**src/rtl/spi_master.sv**
```systemverilog
// SPI master that serialises {write flag, read flag, address, data} packets MSB-first,
// with programmable SCLK half-period and chip-select setup, hold and inter-packet gap.
module spi_master #(
    parameter int HEADER   = 2,
    parameter int ADDRSZ   = 7,
    parameter int PAYLOAD  = 8,
    parameter int PKTSZ    = HEADER + ADDRSZ + PAYLOAD,
    parameter int HALF     = 8,
    parameter int CS_SETUP = 4,
    parameter int CS_HOLD  = 4,
    parameter int GAP      = 4
) (
    input  logic               clk,
    input  logic               reset,
    input  logic               cmd_valid,
    output logic               cmd_ready,
    input  logic               cmd_rw,
    input  logic [ADDRSZ-1:0]  cmd_addr,
    input  logic [PAYLOAD-1:0] cmd_wdata,
    output logic               rsp_valid,
    output logic [PAYLOAD-1:0] rsp_rdata,
    output logic               busy,
    output logic               SCLK,
    output logic               SSB,
    output logic               MOSI,
    input  logic               MISO
);

    localparam int MAX_A = (HALF > CS_SETUP) ? HALF : CS_SETUP;
    localparam int MAX_B = (CS_HOLD > GAP) ? CS_HOLD : GAP;
    localparam int MAX_T = (MAX_A > MAX_B) ? MAX_A : MAX_B;
    localparam int CW    = $clog2(MAX_T + 1);

    localparam logic [CW-1:0] HALF_LD  = CW'(HALF - 1);
    localparam logic [CW-1:0] SETUP_LD = CW'(CS_SETUP - 1);
    localparam logic [CW-1:0] HOLD_LD  = CW'(CS_HOLD - 1);
    localparam logic [CW-1:0] GAP_LD   = CW'(GAP - 1);
    localparam logic [CW-1:0] CNT_ONE  = CW'(1);
    localparam logic [CW-1:0] CNT_ZERO = {CW{1'b0}};

    localparam logic [4:0] LAST_BIT   = 5'(PKTSZ - 1);
    localparam logic [4:0] FIRST_DATA = 5'(HEADER + ADDRSZ);
    localparam logic [4:0] BIT_ONE    = 5'd1;

    typedef enum logic [2:0] {
        ST_IDLE  = 3'd0,
        ST_SETUP = 3'd1,
        ST_SHIFT = 3'd2,
        ST_HOLD  = 3'd3,
        ST_GAP   = 3'd4
    } state_t;

    // Read packets carry zeros in the payload slot so MOSI stays low while the slave answers.
    function automatic logic [PKTSZ-1:0] build_packet(
        input logic               rw,
        input logic [ADDRSZ-1:0]  addr,
        input logic [PAYLOAD-1:0] wdata
    );
        logic [PAYLOAD-1:0] data_s;
        data_s = rw ? {PAYLOAD{1'b0}} : wdata;
        return {~rw, rw, addr, data_s};
    endfunction

    state_t             state_r, state_s;
    logic [CW-1:0]      cnt_r, cnt_s;
    logic [4:0]         bit_r, bit_s;
    logic               high_r, high_s;
    logic [PKTSZ-1:0]   pkt_r, pkt_s;
    logic [PKTSZ-1:0]   packet_s;
    logic [PAYLOAD-1:0] rx_r, rx_s;
    logic               rw_r, rw_s;
    logic               sclk_r, sclk_s;
    logic               ssb_r, ssb_s;
    logic               mosi_r, mosi_s;
    logic               ready_r, ready_s;
    logic               busy_r, busy_s;
    logic               rsp_valid_r, rsp_valid_s;
    logic [PAYLOAD-1:0] rdata_r, rdata_s;
    logic               miso_meta_r, miso_sync_r;

    // Two-flop synchroniser for the asynchronous MISO line.
    always_ff @(posedge clk or negedge reset) begin
        if (!reset) begin
            miso_meta_r <= 1'b0;
            miso_sync_r <= 1'b0;
        end else begin
            miso_meta_r <= MISO;
            miso_sync_r <= miso_meta_r;
        end
    end

    // Next-state and next-output logic for the packet sequencer.
    always_comb begin
        state_s     = state_r;
        cnt_s       = cnt_r;
        bit_s       = bit_r;
        high_s      = high_r;
        pkt_s       = pkt_r;
        rx_s        = rx_r;
        rw_s        = rw_r;
        sclk_s      = sclk_r;
        ssb_s       = ssb_r;
        mosi_s      = mosi_r;
        rsp_valid_s = 1'b0;
        rdata_s     = rdata_r;
        packet_s    = build_packet(cmd_rw, cmd_addr, cmd_wdata);
        case (state_r)
            ST_IDLE: begin
                if (cmd_valid && ready_r) begin
                    state_s = ST_SETUP;
                    cnt_s   = SETUP_LD;
                    bit_s   = 5'd0;
                    high_s  = 1'b0;
                    pkt_s   = {packet_s[PKTSZ-2:0], 1'b0};
                    rx_s    = {PAYLOAD{1'b0}};
                    rw_s    = cmd_rw;
                    ssb_s   = 1'b0;
                    mosi_s  = packet_s[PKTSZ-1];
                end else begin
                    state_s = ST_IDLE;
                end
            end
            ST_SETUP: begin
                if (cnt_r == CNT_ZERO) begin
                    state_s = ST_SHIFT;
                    cnt_s   = HALF_LD;
                    high_s  = 1'b1;
                    sclk_s  = 1'b1;
                end else begin
                    cnt_s = cnt_r - CNT_ONE;
                end
            end
            ST_SHIFT: begin
                if (cnt_r != CNT_ZERO) begin
                    cnt_s = cnt_r - CNT_ONE;
                end else if (high_r) begin
                    // End of the high phase: sample the slave before SCLK falls.
                    high_s = 1'b0;
                    sclk_s = 1'b0;
                    cnt_s  = HALF_LD;
                    if (bit_r >= FIRST_DATA) begin
                        rx_s = {rx_r[PAYLOAD-2:0], miso_sync_r};
                    end else begin
                        rx_s = rx_r;
                    end
                end else if (bit_r == LAST_BIT) begin
                    state_s = ST_HOLD;
                    cnt_s   = HOLD_LD;
                end else begin
                    bit_s  = bit_r + BIT_ONE;
                    high_s = 1'b1;
                    sclk_s = 1'b1;
                    cnt_s  = HALF_LD;
                    mosi_s = pkt_r[PKTSZ-1];
                    pkt_s  = {pkt_r[PKTSZ-2:0], 1'b0};
                end
            end
            ST_HOLD: begin
                if (cnt_r == CNT_ZERO) begin
                    state_s = ST_GAP;
                    cnt_s   = GAP_LD;
                    ssb_s   = 1'b1;
                    mosi_s  = 1'b0;
                    if (rw_r) begin
                        rsp_valid_s = 1'b1;
                        rdata_s     = rx_r;
                    end else begin
                        rsp_valid_s = 1'b0;
                    end
                end else begin
                    cnt_s = cnt_r - CNT_ONE;
                end
            end
            ST_GAP: begin
                if (cnt_r == CNT_ZERO) begin
                    state_s = ST_IDLE;
                end else begin
                    cnt_s = cnt_r - CNT_ONE;
                end
            end
            default: begin
                state_s = ST_IDLE;
                cnt_s   = CNT_ZERO;
                sclk_s  = 1'b0;
                ssb_s   = 1'b1;
                mosi_s  = 1'b0;
            end
        endcase
        ready_s = (state_s == ST_IDLE);
        busy_s  = (state_s != ST_IDLE);
    end

    // Sequencer state and registered SPI/handshake outputs.
    always_ff @(posedge clk or negedge reset) begin
        if (!reset) begin
            state_r     <= ST_IDLE;
            cnt_r       <= CNT_ZERO;
            bit_r       <= 5'd0;
            high_r      <= 1'b0;
            pkt_r       <= {PKTSZ{1'b0}};
            rx_r        <= {PAYLOAD{1'b0}};
            rw_r        <= 1'b0;
            sclk_r      <= 1'b0;
            ssb_r       <= 1'b1;
            mosi_r      <= 1'b0;
            ready_r     <= 1'b0;
            busy_r      <= 1'b0;
            rsp_valid_r <= 1'b0;
            rdata_r     <= {PAYLOAD{1'b0}};
        end else begin
            state_r     <= state_s;
            cnt_r       <= cnt_s;
            bit_r       <= bit_s;
            high_r      <= high_s;
            pkt_r       <= pkt_s;
            rx_r        <= rx_s;
            rw_r        <= rw_s;
            sclk_r      <= sclk_s;
            ssb_r       <= ssb_s;
            mosi_r      <= mosi_s;
            ready_r     <= ready_s;
            busy_r      <= busy_s;
            rsp_valid_r <= rsp_valid_s;
            rdata_r     <= rdata_s;
        end
    end

    assign cmd_ready = ready_r;
    assign busy      = busy_r;
    assign rsp_valid = rsp_valid_r;
    assign rsp_rdata = rdata_r;
    assign SCLK      = sclk_r;
    assign SSB       = ssb_r;
    assign MOSI      = mosi_r;

endmodule

```
**config.mk**
```make
export PLATFORM = sky130hd
export DESIGN_NAME = spi_master
export DESIGN_NICKNAME = d
export VERILOG_FILES = /design/src/rtl/spi_master.sv
export SDC_FILE = /design/constraint.sdc
export NUM_CORES = 1
export LEC_CHECK = 0
export BUFFER_PORTS_ARGS = -buffer_cell sky130_fd_sc_hd__buf_2
export CORE_ASPECT_RATIO = 0.6
export CORE_UTILIZATION = 45
export CTS_CLUSTER_DIAMETER = 100
export DETAILED_ROUTE_END_ITERATION = 12
export MAX_ROUTING_LAYER = met4
export PLACE_DENSITY_LB_ADDON = 0.1
export SLEW_MARGIN = 15
export SYNTH_ARGS = -nofsm -noshare
export SYNTH_HDL_FRONTEND = slang
export SYNTH_SLANG_ARGS = --single-unit
```
**constraint.sdc**
```tcl
create_clock -name clk -period 2 [get_ports clk]
set_input_delay 0.4 -clock clk [delete_from_list [all_inputs] [get_ports clk]]
set_output_delay 0.4 -clock clk [all_outputs]
set_load 0.005 [all_outputs]
```
==> results.md <==
* Initial core utilization at 0.476
* Hold Buf Count CTS at 0
* Power Dens Cells at 1360 mW/mm^2
* Crit path cell chain: inv_1 > ha_1 > nand4bb_1 > and4_1 > buf_4 > o2111ai_1 > mux2i_1
* Total negative slack at 0 ns
* Full die area at 0.00636 sq mm
* Core area at 0.00570 sq mm
* Final ANT Viol Nets at 0
* Final-stage net count at 326
* Critical path depth at 7
* CP max stage delay at 0.44 ns
* Status: finished, final reports clean
* Worst setup SP type: flop
* Top delay family on crit path: flip-flops
* Total Routing Usage GR at 0.194
* Register area share after synthesis at 0.498
* Top FF cell, synth: dfrtp_1
* Syn avg cell area at 10.7 sq um
* I/O pins at 34
* Max-cap check violation count at 0
* Reg-to-reg endpoint: bit_r[3]$_DFFE_PN0P_
* Diode count at 0
* First-pass GRT wire length at 9270 microns
* Max-slew violation count at 0
* Slew @ Worst Pin at 0.550 ns
* DRT iter0 DRCs at 120
* Setup crit end: bit_r[3]$_DFFE_PN0P_
* Reg2reg path depth at 7
* Number of cell rows at 21
* GPL Wtd Cong at 0.855
* R2R Path Start: bit_r[1]$_DFFE_PN0P_
* Vias in the first global route at 1894
* DRC at 0
* Layout area overhead at 17.0%
* Syn. warnings at 0
* Critical path arrival at 2.05 ns
* Post-Syn Area at 0.00272 sq mm
* Die height at 62.2 microns
* Initial antenna violation count at 0
* Max clock buf depth at 2
* Layout filler cell count at 537
* Syn nets at 280
* CTS Sinks at 54
* Avg Vias per Cell at 5.12
* Die extent in x at 102 microns
* Non-filler cells in the finished layout at 382
* Post-DP HPWL at 3820 microns
* Fraction of registers with async set/reset at 1.00
* Crit. End Element: flop
* Slew headroom at 0.633
* Worst-path maximum fanout at 6
* Largest net degree at the start of global routing at 32
* Worst hold margin at 0.0714 ns
* Total power at 4.32 mW
* Vias at 1955
* Endpoints failing hold at 0
* Total CTS buffers at 5
* Fraction of layout cells with a size suffix above 1 at 0.291
* Setup crit start: bit_r[1]$_DFFE_PN0P_
* FMAX at 553 MHz
* Final setup violation count at 0
* Hold Crit Class: input port to async pin
* Max H-tree Level at 2
* CP required at 2.24 ns
* EDFF count, synth at 0
* #FFs+latches synth at 54
* Post-synth cell types at 52
* GR Overflow Total at 0
* Final WL at 5420 microns
* VDD IR max at 0.000607 V
* Setup CP Type: flop to flop
* Router iterations before antenna repair at 4
* Reg2reg setup slack at 0.19 ns
* Clock latency on the worst-skew pair at 0.30 ns
* Layout Skew at 0.00816 ns
* Unrepaired setup endpoints after global routing: false
* Gate Count Post-Synth at 255
* Clock root cell: clkbuf_8
* CTS tree: done
* Min Clock Period, post-route at 1.81 ns
* Critical-path top delay cell: dfrtp_1
* Routed WL per cell at 14.2 microns
* Port bufs at 33
* Tcrit/Tclk final at 0.904
* Worst-path clk slew at 0.10 ns
* Worst path bufs/invs at 2
* Leakage at 1.61 nW
* Cells after DPL at 371
[metrics by stage]
step	utilization	setup WS [ns]	cell area [sq um]
after floorplan	-	0.172	2720
final	0.558	0.192	3180
after detailed placement	0.533	0.0611	3040
after global routing	0.558	0.0507	3180
after CTS	0.550	0.0124	3140
after global placement	0.533	0.154	3040
[layout make-up]
cell class	count	area (sq um)	area share
well taps	80	100	0.0315
multi-input cells	161	1190	0.375
repair buffers	52	333	0.105
inverters	27	101	0.0319
clock inverters	2	16.3	0.00512
clock buffers	6	82.6	0.0260
flip-flops and latches	54	1350	0.425
[worst min-delay path by stage]
stage | start | end | slack (ns) | depth (start not counted)
floorplan | reset | MOSI$_DFFE_PN0P_ | 0.10 | 0
CTS | reset | rsp_rdata[4]$_DFFE_PN0P_ | 0.09 | 1
finish | reset | rsp_rdata[4]$_DFFE_PN0P_ | 0.07 | 1
global route | reset | rx_r[2]$_DFFE_PN0P_ | 0.11 | 1
detailed placement | miso_meta_r$_DFF_PN0_ | miso_sync_r$_DFF_PN0_ | 0.35 | 0
global placement | miso_meta_r$_DFF_PN0_ | miso_sync_r$_DFF_PN0_ | 0.34 | 0
[cell usage in the layout (no fill, tap or decap), types with 2 or more instances in the layout]
cell type  count
dfrtp_1       53
buf_2         33
nand2_1       28
inv_1         27
mux2_2        17
mux2i_1       17
buf_4         17
a21oi_1       14
o21ai_0       11
nor2_1         9
nor3b_1        7
clkbuf_8       6
ha_1           5
nor3_1         4
o211ai_1       4
nand4_1        3
a32o_1         3
and2_1         2
xnor2_1        2
nand3_1        2
nor2_4         2
a32oi_1        2
a211o_1        2
a21bo_2        2
buf_12         2
[cells by family after synthesis]
kind of cell,after synthesis,synth area share
mux,35,0.139
simple gates,70,0.147
flops,54,0.498
xor+xnor,3,0.00967
compound gates,48,0.119
buf+inv,40,0.0649
fa+ha+maj,5,0.0230
[state kept, by name, indices dropped and copies added (netlist names), 3 cells and up]
| name | flops |
|---|---|
| pkt_r | 16 |
| rsp_rdata | 8 |
| rx_r | 8 |
| bit_r | 5 |
| cnt_r | 4 |
| state_r | 3 |
[routing by layer]
metal  vias up  global-route usage  part of all wire
li1        984                   -                 -
met1       921               0.301              0.55
met2        46               0.257              0.39
met3         4              0.0439             0.049
met4         0              0.0393            0.0065
met5         -                   -                 0
[power breakdown]
part	switching (mW)	internal [mW]	total [mW]
Combinational	0.915	0.874	1.79
Clock	0.368	0.286	0.654
Sequential	0.318	1.56	1.88
Total	1.60	2.72	4.32
[synthesized netlist by cell type, drive strengths merged (2+ instances only)]
cell | count | area [sq um]
dfrtp | 53 | 1330
nand2 | 28 | 105
inv | 27 | 101
mux2 | 18 | 206
mux2i | 17 | 170
a21oi | 14 | 70.1
nor2 | 11 | 56.3
o21ai | 11 | 55.1
buf | 9 | 58.8
nor3b | 9 | 83.8
ha | 5 | 62.6
clkbuf | 4 | 16.3
nand4 | 4 | 31.3
nor3 | 4 | 20.0
o211ai | 4 | 30.0
a32o | 3 | 30.0
a211o | 2 | 17.5
a21bo | 2 | 20.0
a32oi | 2 | 17.5
and2 | 2 | 12.5
nand3 | 2 | 10.0
nor4bb | 2 | 20.0
xnor2 | 2 | 17.5
[worst reg2reg max path: stages, from the launching register on]
cell,delay [ns]
dfrtp_1,0.44
inv_1,0.10
ha_1,0.17
nand4bb_1,0.12
and4_1,0.25
buf_4,0.17
o2111ai_1,0.28
mux2i_1,0.21
[timing repair]
item | 4_1_cts | 5_1_grt
gates resized for setup | 0 | 1
buffers inserted | 0 | 3
setup endpoints to repair | 0 | 16
Note: power is estimated with default switching activity, not from simulation.
